**config.mk**
```make
export PLATFORM = sky130hd
export DESIGN_NAME = pipe_rca
export DESIGN_NICKNAME = d
export VERILOG_FILES = /design/src/rtl/pipe_rca.sv
export SDC_FILE = /design/constraint.sdc
export NUM_CORES = 1
export LEC_CHECK = 0
export BUFFER_PORTS_ARGS = -buffer_cell sky130_fd_sc_hd__buf_4
export CAP_MARGIN = 25
export CORE_MARGIN = 2
export CORE_UTILIZATION = 43
export DETAILED_ROUTE_END_ITERATION = 8
export SYNTH_ARGS = -nofsm -noshare
export SYNTH_HDL_FRONTEND = slang
export SYNTH_SLANG_ARGS = --single-unit
```
**constraint.sdc**
```tcl
create_clock -name clk -period 3.6 [get_ports clk]
set_clock_uncertainty 0.1 [all_clocks]
set_input_delay 0.36 -clock clk [delete_from_list [all_inputs] [get_ports clk]]
set_output_delay 0.36 -clock clk [all_outputs]
set_load 0.01 [all_outputs]
```
**src/rtl/pipe_rca.sv**
```systemverilog
// pipe_rca: pipelined ripple-carry adder/subtractor with a valid/ready handshake.
//
// The WIDTH-bit operands are split into STAGES chunks of CW = WIDTH/STAGES bits.
// Stage k adds chunk k, using the carry registered by stage k-1. Stage 0 uses c0.
// Operand chunks that are not yet consumed travel through skew registers.
// Result chunks that are already finished travel through de-skew registers.
// As a result, every output bit of a result comes from the same operation.
// Latency is STAGES cycles and throughput is one operation per cycle.
// A single advance signal stalls the whole pipeline while a result waits for
// the consumer.
//
// Ports
//   clk        in   1      clock, rising edge
//   rst        in   1      asynchronous, active-high reset
//   A          in   WIDTH  operand A
//   B          in   WIDTH  operand B
//   cin        in   1      carry in (add) / borrow in (sub)
//   sub        in   1      0: A+B+cin ; 1: A-B-cin
//   in_valid   in   1      operand set valid
//   in_ready   out  1      operands accepted this cycle
//   sum        out  WIDTH  result (mod 2^WIDTH)
//   cout       out  1      carry out of MSB (sub mode: 1 = no borrow)
//   ovf        out  1      two's-complement signed overflow
//   out_valid  out  1      result valid
//   out_ready  in   1      consumer accepts the result this cycle
module pipe_rca #(
    parameter int unsigned WIDTH  = 16,
    parameter int unsigned STAGES = 4
) (
    input  logic             clk,
    input  logic             rst,
    input  logic [WIDTH-1:0] A,
    input  logic [WIDTH-1:0] B,
    input  logic             cin,
    input  logic             sub,
    input  logic             in_valid,
    output logic             in_ready,
    output logic [WIDTH-1:0] sum,
    output logic             cout,
    output logic             ovf,
    output logic             out_valid,
    input  logic             out_ready
);

    localparam int unsigned CW = WIDTH / STAGES;

    if (STAGES < 1 || (WIDTH % STAGES) != 0) begin : g_bad_params
        $error("pipe_rca: WIDTH must be a non-zero multiple of STAGES");
    end

    logic             advance;
    logic [WIDTH-1:0] b_eff;
    logic             c0;

    // Element k of each link array holds the value that enters stage k.
    // The last element of s_link, c_link and v_link drives the outputs.
    logic [WIDTH-1:0] a_link [0:STAGES-1];
    logic [WIDTH-1:0] b_link [0:STAGES-1];
    logic [WIDTH-1:0] s_link [0:STAGES];
    logic [STAGES:0]  c_link;
    logic [STAGES:0]  v_link;

    // Subtraction is A + ~B + ~cin, so the borrow-in becomes an inverted carry.
    assign b_eff = sub ? ~B : B;
    assign c0    = sub ? ~cin : cin;

    assign advance  = !v_link[STAGES] || out_ready;
    assign in_ready = advance;

    assign a_link[0] = A;
    assign b_link[0] = b_eff;
    assign s_link[0] = '0;
    assign c_link[0] = c0;
    assign v_link[0] = in_valid;

    assign sum       = s_link[STAGES];
    assign cout      = c_link[STAGES];
    assign out_valid = v_link[STAGES];

    for (genvar k = 0; k < STAGES; k++) begin : g_stage
        logic [CW:0]      part;
        logic [WIDTH-1:0] s_next;
        logic [WIDTH-1:0] s_r;
        logic             c_r;
        logic             v_r;

        always_comb begin
            part = {1'b0, a_link[k][k*CW +: CW]}
                 + {1'b0, b_link[k][k*CW +: CW]}
                 + {{CW{1'b0}}, c_link[k]};
            s_next = s_link[k];
            s_next[k*CW +: CW] = part[CW-1:0];
        end

        // A bubble leaves the data registers untouched.
        // The outputs therefore keep showing the last real result.
        always_ff @(posedge clk or posedge rst) begin
            if (rst) begin
                v_r <= 1'b0;
                s_r <= '0;
                c_r <= 1'b0;
            end else if (advance) begin
                v_r <= v_link[k];
                if (v_link[k]) begin
                    s_r <= s_next;
                    c_r <= part[CW];
                end
            end
        end

        assign s_link[k+1] = s_r;
        assign c_link[k+1] = c_r;
        assign v_link[k+1] = v_r;

        if (k < STAGES - 1) begin : g_skew
            logic [WIDTH-1:0] a_r;
            logic [WIDTH-1:0] b_r;

            always_ff @(posedge clk or posedge rst) begin
                if (rst) begin
                    a_r <= '0;
                    b_r <= '0;
                end else if (advance && v_link[k]) begin
                    a_r <= a_link[k];
                    b_r <= b_link[k];
                end
            end

            assign a_link[k+1] = a_r;
            assign b_link[k+1] = b_r;
        end else begin : g_last
            // The MSB chunk is added here, so overflow is known in the same cycle.
            logic ovf_next;
            logic ovf_r;

            always_comb begin
                ovf_next = (a_link[k][WIDTH-1] == b_link[k][WIDTH-1])
                        && (s_next[WIDTH-1] != a_link[k][WIDTH-1]);
            end

            always_ff @(posedge clk or posedge rst) begin
                if (rst) begin
                    ovf_r <= 1'b0;
                end else if (advance && v_link[k]) begin
                    ovf_r <= ovf_next;
                end
            end

            assign ovf = ovf_r;
        end
    end

endmodule
```
Word-level counts from Yosys, hierarchy flattened
Cells that the tools add are included.
{"block": "totals", "inputBits": 38, "word_cells": 44, "register_bits": 145, "out_inout_bits": 20}
{"block": "op_classes", "reduce_logical": 11, "n_eq_ne": 2, "mux": 2, "bitwise_logic": 2, "n_addsub": 8}
{"operator": "adder 4 x 4 -> 5 bit", "count": 4}
{"operator": "adder 5 x 1 -> 5 bit", "count": 4}
{"operator": "two-way mux 16 bit", "count": 1}
{"operator": "inverter 16 bit", "count": 1}
{"operator": "AND reduction 2 bit", "count": 4}
{"operator": "logical AND 1 bit", "count": 5}
{"operator": "equality test 1 bit", "count": 1}
{"operator": "logical NOT 1 bit", "count": 1}
{"operator": "logical OR 1 bit", "count": 1}
{"operator": "two-way mux 1 bit", "count": 1}
{"operator": "!= test 1 bit", "count": 1}
{"operator": "inverter 1 bit", "count": 1}

Depth between registers and ports, before layout
Gate-level depths: netlist of run 1.
{"block": "logic_depth", "word_depth": 4, "mapped_depth": 8, "depth_no_buf": 7}

Worst setup path before layout of run 1
OpenSTA, ideal clock, no wires.
{"block": "synth_path", "kind": "in2reg", "from": "input port sub", "to": "register g_stage[0].c_r", "path_buffers": 2, "required_ns": 3.362, "path_slack_ns": 0.986, "path_stages": 8, "t_arrival_ns": 2.376, "setup_time_ns": 0.138, "cell_sequence": "buf_2 buf_2 xor2_1 fa_1 fa_1 a21o_1 a2111oi_0 a21oi_1"}
{"block": "synth_via", "elab_chain_len": 3, "word_cells_on_any_way": 4, "cone_classes": "2 x add/sub; 2 x mux"}
{"element": "start, declared", "line": "35", "text": "input logic sub,"}
{"element": "two-way mux 16 bit", "line": "64", "text": "assign b_eff = sub ? ~B : B;"}
{"element": "adder 4 x 4 -> 5 bit", "line": "89", "text": "+ {1'b0, b_link[k][k*CW +: CW]}"}
{"element": "adder 5 x 1 -> 5 bit *", "line": "90", "text": "+ {{CW{1'b0}}, c_link[k]};"}
{"element": "end signal, assigned", "line": "106", "text": "c_r <= part[CW];"}
{"element": "end, declared", "line": "84", "text": "logic c_r;"}
Every way passes the cells marked *; elsewhere a longest branch is shown, timed or not.
A chain may end at the register's enable or synchronous reset.

Worst setup path after layout of run 1
{"block": "layout_path", "from": "register g_stage[3].v_r (netlist: out_valid)", "to": "register g_stage[2].g_skew.b_r[13]"}
{"block": "layout_via", "elab_chain_len": 3}
{"element": "start, declared", "line": "85", "text": "logic v_r;"}
{"element": "start signal, assigned", "line": "103", "text": "v_r <= v_link[k];"}
{"element": "logical NOT 1 bit", "line": "67", "text": "assign advance = !v_link[STAGES] || out_ready;"}
{"element": "logical OR 1 bit", "line": "67"}
{"element": "logical AND 1 bit", "line": "123", "text": "end else if (advance && v_link[k]) begin"}
{"element": "end signal, assigned", "line": "125", "text": "b_r <= b_link[k];"}
{"element": "end, declared", "line": "117", "text": "logic [WIDTH-1:0] b_r;"}
No other way between the ends.

==> results of run 1 <==
-- per-stage QoR --
step / worst slack [ps] / hold slack [ps] / util (%) / total power (uW) / instances
finish: 1200 / 52.4 / 51.5 / 4130 / 517
global route: 1020 / 111 / 51.5 / 4460 / 517
CTS: 1180 / 85.8 / 51.5 / 4190 / 517
detailed placement: 975 / 391 / 49.7 / 3560 / 501
global placement: 1100 / 382 / 49.7 / 3480 / 501
floorplan: 606 / 366 / - / 3030 / 323
-- metal layers --
layer  vias to the layer above  GRT usage, %  wire length [um]
li1                       1258             -                 -
met1                      1307          22.9              3970
met2                        56          24.3              3640
met3                        12          2.63               291
met4                         0          6.95               166
met5                         -             0                 0
-- cell families after synthesis --
kind of cell	count (synthesis)	synth area share, %
xor gates and xnor gates	21	4.24
adders and majority gates	20	7.16
buffers and inverters	27	3.23
muxes	65	16.9
DFF	97	56.0
AOI/OAI and AO/OA	75	9.84
and+or+nand+nor	18	2.68
-- synthesized netlist by cell type (all sizes together) (2+ instances only) --
master   instances
nand2            5
dfrtp           97
fa               8
o31ai            3
a21o             4
inv             13
mux2            65
a2111oi          2
clkbuf           4
buf             10
xnor2           14
ha              12
a211oi           2
nand3            5
o21ai           48
and3b            2
a21boi           5
a21oi            9
nor2b            2
xor2             7
-- power by group --
part / total (uW) / switching (uW) / internal [uW]
sequential: 1860 / 283 / 1580
combinational: 1630 / 745 / 889
clock: 636 / 368 / 268
total: 4130 / 1400 / 2740
-- registers in the layout, indices dropped and copies added, names as in the netlist, 3 cells and up --
| name | cells |
|---|---|
| g_stage.s_r | 24 |
| g_stage.v_r | 3 |
| g_stage.g_skew.a_r | 24 |
| g_stage.c_r | 3 |
| g_stage.g_skew.b_r | 24 |
| sum | 16 |
-- worst paths after layout --
kind	from	end	slack [ps]	cells after the start
min	rst	g_stage[0].g_skew.a_r[15]$_DFFE_PP0P_	50	2
max in group asynchronous	rst	g_stage[0].g_skew.b_r[9]$_DFFE_PP0P_	2570	3
max	out_valid$_DFFE_PP0N_	g_stage[2].g_skew.b_r[13]$_DFFE_PP0P_	1200	4
min in group clk	A[14]	g_stage[0].g_skew.a_r[14]$_DFFE_PP0P_	120	2
min reg2reg	g_stage[0].s_r[2]$_DFFE_PP0P_	g_stage[1].s_r[2]$_DFFE_PP0P_	410	1
max reg2reg	out_valid$_DFFE_PP0N_	g_stage[2].g_skew.b_r[13]$_DFFE_PP0P_	1200	4
-- final cells by class --
cell class / instances / area (sq um) / share of cell area, %
Clock buffer: 11 / 141 / 2.81
Multi-Input combinational cell: 199 / 1770 / 35.2
Timing Repair Buffer: 59 / 443 / 8.80
Clock inverter: 5 / 31.3 / 0.622
Sequential cell: 97 / 2430 / 48.2
Inverter: 13 / 53.8 / 1.07
Tap cell: 133 / 166 / 3.31
==> impl_metrics.tcl, run 1 <==
set metrics [dict create \
    n_fill_cell 890 \
    rsz0062_at_grt "no" \
    fin_setup_tns_ps 0 \
    cts_buffers 9 \
    yosys.area.top_type "dfrtp_1" \
    path_delay_family "simple AND/OR/NAND/NOR gates" \
    cts.clk_slew.worst_paths_ps 90 \
    yosys_warnings 0 \
    cp.arrival_ps 2550 \
    yosys-top-cells-area "dfrtp_1, mux2_2, o21ai_0" \
    crit_path_start_kind "flop" \
    coreArea_sq_mm 0.00977 \
    start_util_pct 44.4 \
    max_stage_delay_ps 680 \
    synthDistinctLibCells 33 \
    drt-total-wl_mm 8.07 \
    final_nets 437 \
    syn_area_per_cell_sq_um 13.4 \
    slew_viol_final 0 \
    synth_seq_cells 97 \
    design_area_sq_mm 0.00503 \
    final-setup-viol-count 0 \
    diodes 0 \
    syn_inst 323 \
    grt_pass1_vias 2650 \
    gp_congestion 0.812 \
    ant_nets 0 \
    grt_usage_pct 16.1 \
    clockBufferDepth 2 \
    drc 0 \
    run_status "complete, no violations" \
    io_buffer_count 57 \
    ir_drop_mv 0.248 \
    synth_ff_type "dfrtp_1" \
    die_w_um 104 \
    final_common_cell "dfrtp_1" \
    p_leak_uw 0.00227 \
    cts.hold.buffers_added 0 \
    die_h_um 104 \
    gr-total-overflow 0 \
    worstPathRequired_ps 3750 \
    max_freq_mhz 416 \
    hold_path_class "input pin to asynchronous set/reset pin" \
    cts_root_buf "clkbuf_8" \
    power-per-cell-area_mw_per_mm2 821 \
    synth_area_sq_mm 0.00434 \
    cp-end-kind "flop" \
    crit_chain "nor2b_4 -> inv_4 -> nand2_1 -> mux2_2" \
    wl_per_cell_um 15.6 \
    grt_max_degree 69 \
    rows 36 \
    cts_max_level 3 \
    worst_pin_slew_ps 977 \
    fin_crit_sh_pct 66.7 \
    placed_area_sq_mm 0.00486 \
    maxCapViolations 0 \
    cp_slowest_cell "nand2_1" \
    path_max_fanout 28 \
    first_pass_iters 4 \
    clock_latency_ps 360 \
    finalCriticalPeriod_ps 2400 \
    finalHoldViolations 0 \
    tritoncts "yes" \
    via_count 2633 \
    synth-async-reset-ratio_pct 100 \
    synth_edf_count 0 \
    synth-seq-area-share_pct 56.0 \
    drive_above_1_share_pct 37.8 \
    layout_common_cells "dfrtp_1, mux2_2, buf_4" \
    syn_nets 381 \
    synth_top_area_share_pct 56.0 \
    cts_setup_buffers 0 \
    crit_type "flop to flop" \
    ios 58 \
    cts_resized 0 \
    worst-path-buf-inv 1 \
    area_delta_synth_final_pct 16.0 \
    grt_pass1_wl_mm 13.7 \
    drt_iter0_markers 73 \
    relSlewSlack_pct 34.8 \
    vias_per_cell 5.09 \
    die_area_sq_mm 0.0109 \
    hpwlAfterDp_mm 5.68 \
    antenna_found_initial 0 \
    cts.sinks 97 \
]
Note: power is estimated with default switching activity, not from simulation.
==> inputs of run 2 (changes only) <==
- clock period: 3.6 -> 2.5 ns (I/O delays scaled with it)
==> run 2 against run 1 <==
Sequential share of layout area decreased by 1.0 points. Global-route usage decreased by 0.46 points. Power increased by 49%. Non-clock buffer count increased by 5. Flip-flop and latch count unchanged. Critical path depth increased by 3. Worst hold slack got worse by 34 ps. First-iteration DRC count increased by 11%. Cell count increased by 0.97%. Via count decreased by 0.80%. Die area unchanged. Routed wire length decreased by 3.0%. Critical endpoint is now g_stage[0].c_r$_DFFE_PP0P_.
==> impl_metrics.tcl, run 2 (synthesis results as in run 1) <==
set metrics [dict create \
    max_stage_delay_ps 440 \
    run_status "complete, no violations" \
    ir_drop_mv 0.355 \
    cts_resized 0 \
    design_area_sq_mm 0.00514 \
    cts_root_buf "clkbuf_8" \
    tritoncts "yes" \
    hold_path_class "input pin to flop" \
    grt_max_degree 98 \
    final-setup-viol-count 0 \
    clockBufferDepth 2 \
    io_buffer_count 57 \
    cp.arrival_ps 2110 \
    wl_per_cell_um 15.0 \
    hold_path_depth 2 \
    layout_common_cells "dfrtp_1, mux2_2, buf_4" \
    crit_type "input pin to flop" \
    area_delta_synth_final_pct 18.6 \
    power-per-cell-area_mw_per_mm2 1200 \
    hpwlAfterDp_mm 5.46 \
    cts.clk_slew.worst_paths_ps 90 \
    gr-total-overflow 0 \
    hold_start "A[6]" \
    worstPathRequired_ps 2630 \
    crit_path_start_kind "input pin" \
    finalCriticalPeriod_ps 1980 \
    diodes 0 \
    ant_nets 0 \
    r2r-end "cout$_DFFE_PP0P_" \
    drt_iter0_markers 81 \
    regArea_sq_mm 0.00243 \
    start_util_pct 44.4 \
    setup.worst_path.start "sub" \
    p_int_uw 4190 \
    largestRegisters "g_stage.g_skew.a_r: 24 flops, g_stage.g_skew.b_r: 24 flops, g_stage.s_r: 24 flops" \
    die_h_um 104 \
    via_count 2612 \
    reg2regPathDepth 5 \
    coreArea_sq_mm 0.00977 \
    fin_setup_tns_ps 0 \
    die_w_um 104 \
    drc 0 \
    crit_path_frequent_cell "fa_1" \
    path_max_fanout 5 \
    finalHoldViolations 0 \
    worst_pin_slew_ps 634 \
    placed_area_sq_mm 0.00490 \
    cp-end-kind "flop" \
    reg2reg_from "g_stage[2].c_r$_DFFE_PP0P_" \
    rows 36 \
    grt_pass1_vias 2693 \
    n_fill_cell 871 \
    whs_endpoint "g_stage[0].g_skew.a_r[6]$_DFFE_PP0P_" \
    swShare_pct 32.0 \
    combinationalPowerShare_pct 38.4 \
    power_frac_clock_pct 18.4 \
    drive_above_1_share_pct 38.3 \
    final_common_cell "dfrtp_1" \
    antenna_found_initial 0 \
    cp_slowest_cell "fa_1" \
    final_nets 442 \
    crit_chain "buf_4 -> xor2_1 -> fa_1 -> fa_1 -> a21o_1 -> a2111oi_0 -> a21oi_1" \
    vias_per_cell 5.00 \
    p_leak_uw 0.00232 \
    relSlewSlack_pct 57.6 \
    fin_crit_sh_pct 79.3 \
    cts_max_level 3 \
    maxCapViolations 0 \
    gp_congestion 0.773 \
    multi_input_area_sq_mm 0.00177 \
    grt_pass1_wl_mm 13.2 \
    slew_viol_final 0 \
    ios 58 \
    cts.sinks 97 \
    seqPwrFrac_pct 43.2 \
    first_pass_iters 4 \
    clock_latency_ps 360 \
    grt_usage_pct 15.6 \
    cts_buffers 9 \
    r2r_slack_ps 530 \
    die_area_sq_mm 0.0109 \
    rsz0062_at_grt "no" \
    max_freq_mhz 504 \
    switching_power_uw 1970 \
    drt-total-wl_mm 7.82 \
]
run 2: layout make-up:
class	instances	area share [%]
clock inverters	4	1.46
repair buffers	64	9.63
multi-input cells	199	34.4
flip-flops and latches	97	47.2
well taps	133	3.24
clock buffers	12	3.02
inverters	13	1.07
run 2: repair_timing:
| action | in CTS | in global routing |
|---|---|---|
| setup buffers | 0 | 0 |
| hold buffers | 1 | 0 |
| endpoints found under the hold margin | 97 | 0 |
run 2: how the worst max path moves through the flow:
stage | end | slack [ps] | cells past startpoint
after global routing | g_stage[0].c_r$_DFFE_PP0P_ | 430 | 7
after floorplan | g_stage[0].c_r$_DFFE_PP0P_ | 50 | 8
after detailed placement | g_stage[0].c_r$_DFFE_PP0P_ | 120 | 7
final | g_stage[0].c_r$_DFFE_PP0P_ | 520 | 7
after CTS | g_stage[0].c_r$_DFFE_PP0P_ | 510 | 7
after global placement | g_stage[0].c_r$_DFFE_PP0P_ | 210 | 7
run 2: power by group through the flow:
stage                     Clock [uW]  Sequential [uW]  Combinational [uW]
final                           1130             2660                2370
after global routing            1240             2750                2660
after CTS                       1170             2670                2410
after detailed placement           0             2710                2400
after global placement             0             2680                2330
after floorplan                    0             2650                1710
run 2: per-layer routing:
layer | GRT usage, % | routed length (um)
met5 | 0 | 0
met1 | 21.8 | 3820
met2 | 24.0 | 3650
met3 | 2.51 | 218
met4 | 6.95 | 136
run 2: through the flow:
step	cells	util, %	setup slack [ps]	power, uW	hold slack [ps]
final	522	52.6	517	6160	18.0
after detailed placement	505	50.2	124	5110	348
after global routing	522	52.6	429	6650	4.17
after floorplan	323	-	50.2	4360	288
after CTS	522	52.6	506	6250	0.819
after global placement	505	50.2	210	5010	346
run 2: critical path, delay by kind of cell:
family                   cells  cell delay, ps
AO/OA/AOI/OAI                3             680
XOR/XNOR                     1             170
adder cells (fa/ha/maj)      2             870
buffers and inverters        1             140
